`config.mk`:
```
export PLATFORM = sky130hd
export DESIGN_NAME = baud_gen_frac_flat
export DESIGN_NICKNAME = d
export VERILOG_FILES = /design/src/rtl/baud_gen_frac_if.sv /design/src/rtl/baud_gen_frac.sv /design/src/flat_wrapper.sv
export SDC_FILE = /design/constraint.sdc
export NUM_CORES = 1
export LEC_CHECK = 0
export CORE_ASPECT_RATIO = 1.4
export CORE_MARGIN = 2
export CORE_UTILIZATION = 30
export DETAILED_ROUTE_END_ITERATION = 10
export PLACE_DENSITY_LB_ADDON = 0.1
export SYNTH_ARGS = -nofsm -noshare
export SYNTH_HDL_FRONTEND = slang
export SYNTH_SLANG_ARGS = --single-unit
export TNS_END_PERCENT = 100
```
`constraint.sdc`:
```
create_clock -name clk_50m -period 4.2 [get_ports clk_50m]
set_input_delay 0.84 -clock clk_50m [delete_from_list [all_inputs] [get_ports clk_50m]]
set_output_delay 0.84 -clock clk_50m [all_outputs]
set_load 0.02 [all_outputs]
```
`src/rtl/baud_gen_frac_if.sv`:
```
// Divisor programming port: valid/ready transfer of a new integer+fraction divisor.
// The master offers cfg_div_*; the generator holds cfg_ready low while an update is pending.
`timescale 1ns/1ps
interface baud_gen_frac_if #(
  parameter int DIV_INT_W  = 16,
  parameter int DIV_FRAC_W = 4
);
  logic                  cfg_valid;
  logic                  cfg_ready;
  logic [DIV_INT_W-1:0]  cfg_div_int;
  logic [DIV_FRAC_W-1:0] cfg_div_frac;

  modport master (output cfg_valid, output cfg_div_int, output cfg_div_frac, input cfg_ready);
  modport slave  (input cfg_valid, input cfg_div_int, input cfg_div_frac, output cfg_ready);
endinterface

```
`src/rtl/baud_gen_frac.sv`:
```
// Fractional baud-tick generator: registered 1-cycle Rx (oversample) and Tx (bit) strobes.
// New divisors are accepted into a shadow (cfg_ready drops) and applied on the next Tx bit boundary.
`timescale 1ns/1ps
module baud_gen_frac #(
  parameter int CLK_HZ     = 50000000,
  parameter int BAUD       = 9600,
  parameter int OVERSAMPLE = 16,
  parameter int DIV_INT_W  = 16,
  parameter int DIV_FRAC_W = 4
) (
  input  logic                  clk_50m,
  input  logic                  rstn,
  input  logic                  en,
  baud_gen_frac_if.slave        cfg,
  input  logic                  rx_resync,
  output logic                  Rxclk_en,
  output logic                  Txclk_en,
  output logic [DIV_INT_W-1:0]  active_div_int,
  output logic [DIV_FRAC_W-1:0] active_div_frac
);

  localparam int CNT_W = DIV_INT_W + 1;
  localparam int OS_W  = $clog2(OVERSAMPLE);

  localparam longint unsigned DEN       = longint'(BAUD) * longint'(OVERSAMPLE);
  localparam longint unsigned NUM       = longint'(CLK_HZ) << DIV_FRAC_W;
  localparam longint unsigned DIV_DEF   = (NUM + DEN / 2) / DEN;
  localparam longint unsigned DEF_INT_L = DIV_DEF >> DIV_FRAC_W;

  localparam logic [DIV_INT_W-1:0]  DEF_INT  = DEF_INT_L[DIV_INT_W-1:0];
  localparam logic [DIV_FRAC_W-1:0] DEF_FRAC = DIV_DEF[DIV_FRAC_W-1:0];
  localparam logic [OS_W-1:0]       OS_LAST  = OS_W'(OVERSAMPLE - 1);

  if (OVERSAMPLE < 2) begin : g_bad_os
    $error("baud_gen_frac: OVERSAMPLE must be at least 2");
  end
  if (DEF_INT_L < 2 || DEF_INT_L >= (64'd1 << DIV_INT_W)) begin : g_bad_div
    $error("baud_gen_frac: default divisor integer part out of range");
  end

  // configuration state
  logic [DIV_INT_W-1:0]  active_int_q, active_int_d;
  logic [DIV_FRAC_W-1:0] active_frac_q, active_frac_d;
  logic [DIV_INT_W-1:0]  shd_int_q, shd_int_d;
  logic [DIV_FRAC_W-1:0] shd_frac_q, shd_frac_d;
  logic                  pend_q, pend_d;
  logic                  ready_q, ready_d;

  // Tx channel
  logic [CNT_W-1:0]      tx_cnt_q, tx_cnt_d;
  logic [DIV_FRAC_W-1:0] tx_acc_q, tx_acc_d;
  logic [OS_W-1:0]       os_q, os_d;
  logic                  tx_stb_q, tx_stb_d;

  // Rx channel
  logic [CNT_W-1:0]      rx_cnt_q, rx_cnt_d;
  logic [DIV_FRAC_W-1:0] rx_acc_q, rx_acc_d;
  logic                  rx_stb_q, rx_stb_d;
  logic                  rx_pend_q, rx_pend_d;

  logic                  accept;
  logic                  apply;
  logic                  tx_base;
  logic                  tx_wrap;
  logic                  rx_base;
  logic [DIV_INT_W-1:0]  nx_int;
  logic [DIV_FRAC_W-1:0] nx_frac;
  logic [CNT_W-1:0]      nx_first;
  logic [DIV_FRAC_W:0]   tx_add;
  logic [DIV_FRAC_W:0]   rx_add;
  logic [CNT_W-1:0]      tx_step;
  logic [CNT_W-1:0]      rx_step;

  always_comb begin
    accept   = cfg.cfg_valid && ready_q;
    tx_base  = en && (tx_cnt_q == CNT_W'(1));
    tx_wrap  = tx_base && (os_q == OS_LAST);
    rx_base  = en && (rx_cnt_q == CNT_W'(1));
    apply    = pend_q && (!en || tx_wrap);

    // Divisor seen by any reload on this edge, including the one that applies the shadow.
    nx_int   = apply ? shd_int_q  : active_int_q;
    nx_frac  = apply ? shd_frac_q : active_frac_q;
    nx_first = {1'b0, nx_int};

    tx_add   = {1'b0, tx_acc_q} + {1'b0, nx_frac};
    rx_add   = {1'b0, rx_acc_q} + {1'b0, nx_frac};
    tx_step  = nx_first + CNT_W'(tx_add[DIV_FRAC_W]);
    rx_step  = nx_first + CNT_W'(rx_add[DIV_FRAC_W]);

    shd_int_d     = shd_int_q;
    shd_frac_d    = shd_frac_q;
    pend_d        = pend_q;
    ready_d       = ready_q;
    active_int_d  = active_int_q;
    active_frac_d = active_frac_q;

    if (accept) begin
      shd_int_d  = (cfg.cfg_div_int < DIV_INT_W'(2)) ? DIV_INT_W'(2) : cfg.cfg_div_int;
      shd_frac_d = cfg.cfg_div_frac;
      pend_d     = 1'b1;
      ready_d    = 1'b0;
    end else if (!ready_q && !pend_q) begin
      ready_d    = 1'b1;
    end

    if (apply) begin
      active_int_d  = shd_int_q;
      active_frac_d = shd_frac_q;
      pend_d        = 1'b0;
    end

    tx_cnt_d = tx_cnt_q;
    tx_acc_d = tx_acc_q;
    os_d     = os_q;
    tx_stb_d = 1'b0;

    if (!en) begin
      tx_cnt_d = nx_first;
      tx_acc_d = '0;
      os_d     = '0;
    end else if (tx_base) begin
      tx_stb_d = tx_wrap;
      os_d     = tx_wrap ? '0 : os_q + OS_W'(1);
      if (apply) begin
        tx_cnt_d = nx_first;
        tx_acc_d = '0;
      end else begin
        tx_cnt_d = tx_step;
        tx_acc_d = tx_add[DIV_FRAC_W-1:0];
      end
    end else begin
      tx_cnt_d = tx_cnt_q - CNT_W'(1);
    end

    rx_cnt_d  = rx_cnt_q;
    rx_acc_d  = rx_acc_q;
    rx_stb_d  = 1'b0;
    rx_pend_d = rx_pend_q;

    // Resync beats a coincident strobe; a divisor change restarts the fraction at the next reload.
    if (!en || rx_resync) begin
      rx_cnt_d  = nx_first;
      rx_acc_d  = '0;
      rx_pend_d = 1'b0;
    end else if (rx_base) begin
      rx_stb_d  = 1'b1;
      rx_pend_d = 1'b0;
      if (apply || rx_pend_q) begin
        rx_cnt_d = nx_first;
        rx_acc_d = '0;
      end else begin
        rx_cnt_d = rx_step;
        rx_acc_d = rx_add[DIV_FRAC_W-1:0];
      end
    end else begin
      rx_cnt_d  = rx_cnt_q - CNT_W'(1);
      rx_pend_d = rx_pend_q || apply;
    end
  end

  always_ff @(posedge clk_50m or negedge rstn) begin
    if (!rstn) begin
      active_int_q  <= DEF_INT;
      active_frac_q <= DEF_FRAC;
      shd_int_q     <= DEF_INT;
      shd_frac_q    <= DEF_FRAC;
      pend_q        <= 1'b0;
      ready_q       <= 1'b1;
      tx_cnt_q      <= {1'b0, DEF_INT};
      tx_acc_q      <= '0;
      os_q          <= '0;
      tx_stb_q      <= 1'b0;
      rx_cnt_q      <= {1'b0, DEF_INT};
      rx_acc_q      <= '0;
      rx_stb_q      <= 1'b0;
      rx_pend_q     <= 1'b0;
    end else begin
      active_int_q  <= active_int_d;
      active_frac_q <= active_frac_d;
      shd_int_q     <= shd_int_d;
      shd_frac_q    <= shd_frac_d;
      pend_q        <= pend_d;
      ready_q       <= ready_d;
      tx_cnt_q      <= tx_cnt_d;
      tx_acc_q      <= tx_acc_d;
      os_q          <= os_d;
      tx_stb_q      <= tx_stb_d;
      rx_cnt_q      <= rx_cnt_d;
      rx_acc_q      <= rx_acc_d;
      rx_stb_q      <= rx_stb_d;
      rx_pend_q     <= rx_pend_d;
    end
  end

  assign cfg.cfg_ready     = ready_q;
  assign Rxclk_en          = rx_stb_q;
  assign Txclk_en          = tx_stb_q;
  assign active_div_int    = active_int_q;
  assign active_div_frac   = active_frac_q;

endmodule

```
`src/flat_wrapper.sv`:
```
// flat-port wrapper written by rule: the top's interface ports become plain ports
module baud_gen_frac_flat 
#(
  parameter int CLK_HZ     = 50000000,
  parameter int BAUD       = 9600,
  parameter int OVERSAMPLE = 16,
  parameter int DIV_INT_W  = 16,
  parameter int DIV_FRAC_W = 4
)
  (clk_50m, rstn, en, rx_resync, Rxclk_en, Txclk_en, active_div_int, active_div_frac, cfg_cfg_valid, cfg_cfg_div_int, cfg_cfg_div_frac, cfg_cfg_ready);
  baud_gen_frac_if #(.DIV_INT_W(DIV_INT_W), .DIV_FRAC_W(DIV_FRAC_W)) cfg_i ();
  input  logic clk_50m;
  input  logic rstn;
  input  logic en;
  input  logic rx_resync;
  output logic Rxclk_en;
  output logic Txclk_en;
  output logic [DIV_INT_W-1:0] active_div_int;
  output logic [DIV_FRAC_W-1:0] active_div_frac;
  input wire logic [$bits(cfg_i.cfg_valid)-1:0] cfg_cfg_valid;
  input wire logic [$bits(cfg_i.cfg_div_int)-1:0] cfg_cfg_div_int;
  input wire logic [$bits(cfg_i.cfg_div_frac)-1:0] cfg_cfg_div_frac;
  output wire logic [$bits(cfg_i.cfg_ready)-1:0] cfg_cfg_ready;
  assign cfg_i.cfg_valid = cfg_cfg_valid;
  assign cfg_i.cfg_div_int = cfg_cfg_div_int;
  assign cfg_i.cfg_div_frac = cfg_cfg_div_frac;
  assign cfg_cfg_ready = cfg_i.cfg_ready;
  baud_gen_frac #(.CLK_HZ(CLK_HZ), .BAUD(BAUD), .OVERSAMPLE(OVERSAMPLE), .DIV_INT_W(DIV_INT_W), .DIV_FRAC_W(DIV_FRAC_W)) u_core (.clk_50m(clk_50m), .rstn(rstn), .en(en), .cfg(cfg_i), .rx_resync(rx_resync), .Rxclk_en(Rxclk_en), .Txclk_en(Txclk_en), .active_div_int(active_div_int), .active_div_frac(active_div_frac));
endmodule
```
==> impl_metrics.py <==
metrics = {
    "sta": {
        "worst_pin_slew_ns": 0.921,
        "grt_setup_unrepaired": "yes",
        "min_period_ns": 4.23,
        "postLayoutSetupSlackWorst_ns": -0.0341,
        "slew_viol_final": 0,
        "setup_viol": 1,
        "slew-limit-headroom": 0.385,
        "final-hold-violation-count": 0,
        "fmax_mhz": 236,
        "fin_crit_sh": 1.01,
        "fin_worst_skew_ns": 0.0108,
    },
    "placement": {
        "io_buffers": 47,
        "dp_slack_ns": -0.104,
        "placed_area_um2": 6680,
        "dp_hpwl_mm": 14.4,
        "gp_congestion": 0.869,
        "place_inst": 928,
    },
    "worst_setup_path": {
        "worstPathArrival_ns": 4.48,
        "worstSetupPathType": "register to register",
        "slowest_delay_ns": 0.55,
        "worstSetupStartpointType": "register",
        "slowest_stage": "dfstp_2",
        "cp_num_buf_inv": 2,
        "crit_path_end_kind": "register",
        "crit_fanout": 5,
        "cp.required_ns": 4.45,
        "worst_path_dominant_cell_family": "simple AND/OR/NAND/NOR gates",
        "path_cells": "ha_4 > or4b_4 > nor3_4 > a22o_4 > nand2_4 > nand2_4 > ha_1 > inv_1 > fa_1 > nor2b_1 > o21ai_0 > nand2b_1 > ha_2 > ha_1 > nand3_1 > or2_4 > buf_4 > nor3_1 > o21ai_0 > a211oi_1",
    },
    "die": {
        "die-area_um2": 20100,
        "die_y_um": 167,
        "die_w_um": 120,
        "rows": 59,
        "core-area_um2": 18600,
        "io_pins": 48,
        "start_util": 0.306,
    },
    "synth": {
        "synth_edf_count": 0,
        "synth.ff_latch_count": 91,
        "netlist_area_um2": 5690,
        "ys.flop_type": "dfrtp_1",
        "syn-num-nets": 670,
        "synthCells": 625,
        "synth_cell_types": 71,
        "ys.warnings.count": 0,
        "syn-mean-instance-area_um2": 9.11,
        "async_reset_ff_frac": 1.00,
        "seq_area_frac_synth": 0.404,
    },
    "clock_network": {
        "clk_path_buf_depth": 2,
        "cts.reportedPaths.clkPinSlew_ns": 0.07,
        "h-tree-depth": 3,
        "clockRootBuffer": "clkbuf_16",
        "cts_tree": "yes",
        "clk_latency_ns": 0.35,
        "cts_sinks": 91,
        "numCtsBuffers": 9,
    },
    "power": {
        "power.density_nw_per_um2": 623,
        "ir_worst_vdd_mv": 0.211,
        "p_leak_nw": 2.94,
        "total_power_mw": 4.46,
    },
    "global_routing": {
        "track_usage": 0.191,
        "antenna_found_initial": 0,
        "grt_pass1_wl_mm": 29.6,
        "grt_max_degree": 42,
        "grt_pass1_vias": 5110,
        "grt_overflow": 0,
    },
    "drt": {
        "drt_pass1_iterations": 5,
        "vias": 5066,
        "routed_wl_mm": 18.9,
        "drt_iter0_markers": 444,
        "drc": 0,
        "ant_nets": 0,
        "wl_per_cell_um": 20.0,
        "viasPerCell": 5.34,
    },
    "final_layout": {
        "sequential_cell_area_um2": 2300,
        "area_growth_pct": 25.7,
        "post-route-cell-area_um2": 7160,
        "finalNonFillerCells": 948,
        "layout_common_cells": "89 x nand2_1, 72 x dfrtp_1, 48 x buf_4, 46 x clkdlybuf4s50_1, 36 x nor2_1",
        "fin_util": 0.385,
        "drive_gt1_frac": 0.214,
        "layout_commonest_cell": "nand2_1",
        "multi_input_area_um2": 3320,
        "nets": 744,
        "fillers": 1894,
        "antenna_cells": 0,
    },
    "outcome": {
        "failed_checks": "negative setup slack",
        "outcome": "complete, but fails checks",
    },
    "worst_hold_path": {
        "hp-class": "input pin to async pin",
    },
    "job": {
        "maxCapViolCount": 0,
    },
}
## layer usage
metal	share of wire	track usage	wire length, µm	up-vias
met5	0	0	0	-
met4	0.029	0.0647	540	0
met3	0.039	0.0277	730	31
met2	0.50	0.325	9510	149
met1	0.43	0.247	8150	2463
li1	-	-	-	2423
## area by class of cell
| type | instances | area share |
|---|---|---|
| clock buffers | 11 | 0.0339 |
| clock inverters | 5 | 0.0121 |
| inverters | 19 | 0.00997 |
| multi-input cells | 483 | 0.464 |
| flip-flops and latches | 91 | 0.322 |
| well taps | 244 | 0.0427 |
| repair buffers | 95 | 0.116 |
## cell families (layout without fill, tap and decap cells)
group	after synthesis	count (layout)	synth area share
buf+inv	51	130	0.0424
flops	91	91	0.404
compound gates	136	136	0.160
mux	34	34	0.0644
fa+ha+maj	20	20	0.0466
xor+xnor	26	26	0.0400
simple gates	267	267	0.243
## metrics by stage
step | setup TNS, ns | hold WS (ns)
final | -0.0341 | 0.484
after CTS | 0 | 0.493
after global placement | -0.292 | 0.482
after global routing | -1.29 | 0.514
after detailed placement | -0.377 | 0.492
after floorplan | -0.245 | 0.456
## Yosys cell counts (7+ instances only)
library cell / count / area share
a211oi_1: 7 / 0.0092
a21o_1: 7 / 0.0092
a21oi_1: 26 / 0.023
a31oi_1: 9 / 0.0099
clkbuf_1: 19 / 0.013
dfrtp_1: 72 / 0.32
dfstp_2: 19 / 0.088
ha_1: 18 / 0.040
inv_1: 19 / 0.013
mux2_2: 20 / 0.040
mux2i_1: 13 / 0.023
nand2_1: 95 / 0.063
nand3_1: 23 / 0.020
nand4_1: 8 / 0.0088
nor2_1: 38 / 0.025
nor3_1: 31 / 0.027
nor4_1: 15 / 0.016
o21ai_0: 31 / 0.027
or3_1: 8 / 0.0088
xnor2_1: 12 / 0.018
xor2_1: 14 / 0.022
## registers in the layout (all words and copies together) (netlist names)
register / cells
u_core.Rxclk_en: 1
u_core.Txclk_en: 1
u_core.active_div_frac: 4
u_core.active_div_int: 16
u_core.cfg.cfg_ready: 1
u_core.os_q: 4
u_core.pend_q: 1
u_core.rx_acc_q: 4
u_core.rx_cnt_q: 17
u_core.rx_pend_q: 1
u_core.shd_frac_q: 4
u_core.shd_int_q: 16
u_core.tx_acc_q: 4
u_core.tx_cnt_q: 17
## power by group
group	switching [mW]	internal (mW)
Combinational	0.964	0.815
Clock	0.370	0.542
Sequential	0.511	1.26
Total	1.84	2.61
## repair_timing
| action | CTS | global route |
|---|---|---|
| hold buffers | 0 | 0 |
| endpoints found under the hold margin | 0 | 0 |
| resized for setup | 0 | 26 |
| setup buffers | 0 | 4 |
| setup endpoints to repair | 3 | 19 |
| pin swaps | 2 | 20 |
## final timing paths
check / start / endpoint / slack [ns] / cells after the start
setup / recovery: u_core.tx_cnt_q[0] / u_core.tx_cnt_q[10] / -0.03 / 20
hold / removal: rstn / u_core.rx_cnt_q[13] / 0.48 / 1
setup reg to reg: u_core.tx_cnt_q[0] / u_core.tx_cnt_q[10] / -0.03 / 20
hold reg to reg: u_core.rx_acc_q[3] / u_core.rx_acc_q[3] / 0.50 / 2
max in group asynchronous: rstn / u_core.active_div_frac[3] / 2.89 / 2
min in group clk_50m: u_core.rx_acc_q[3] / u_core.rx_acc_q[3] / 0.50 / 2
Note: power is estimated with default switching activity, not from simulation.
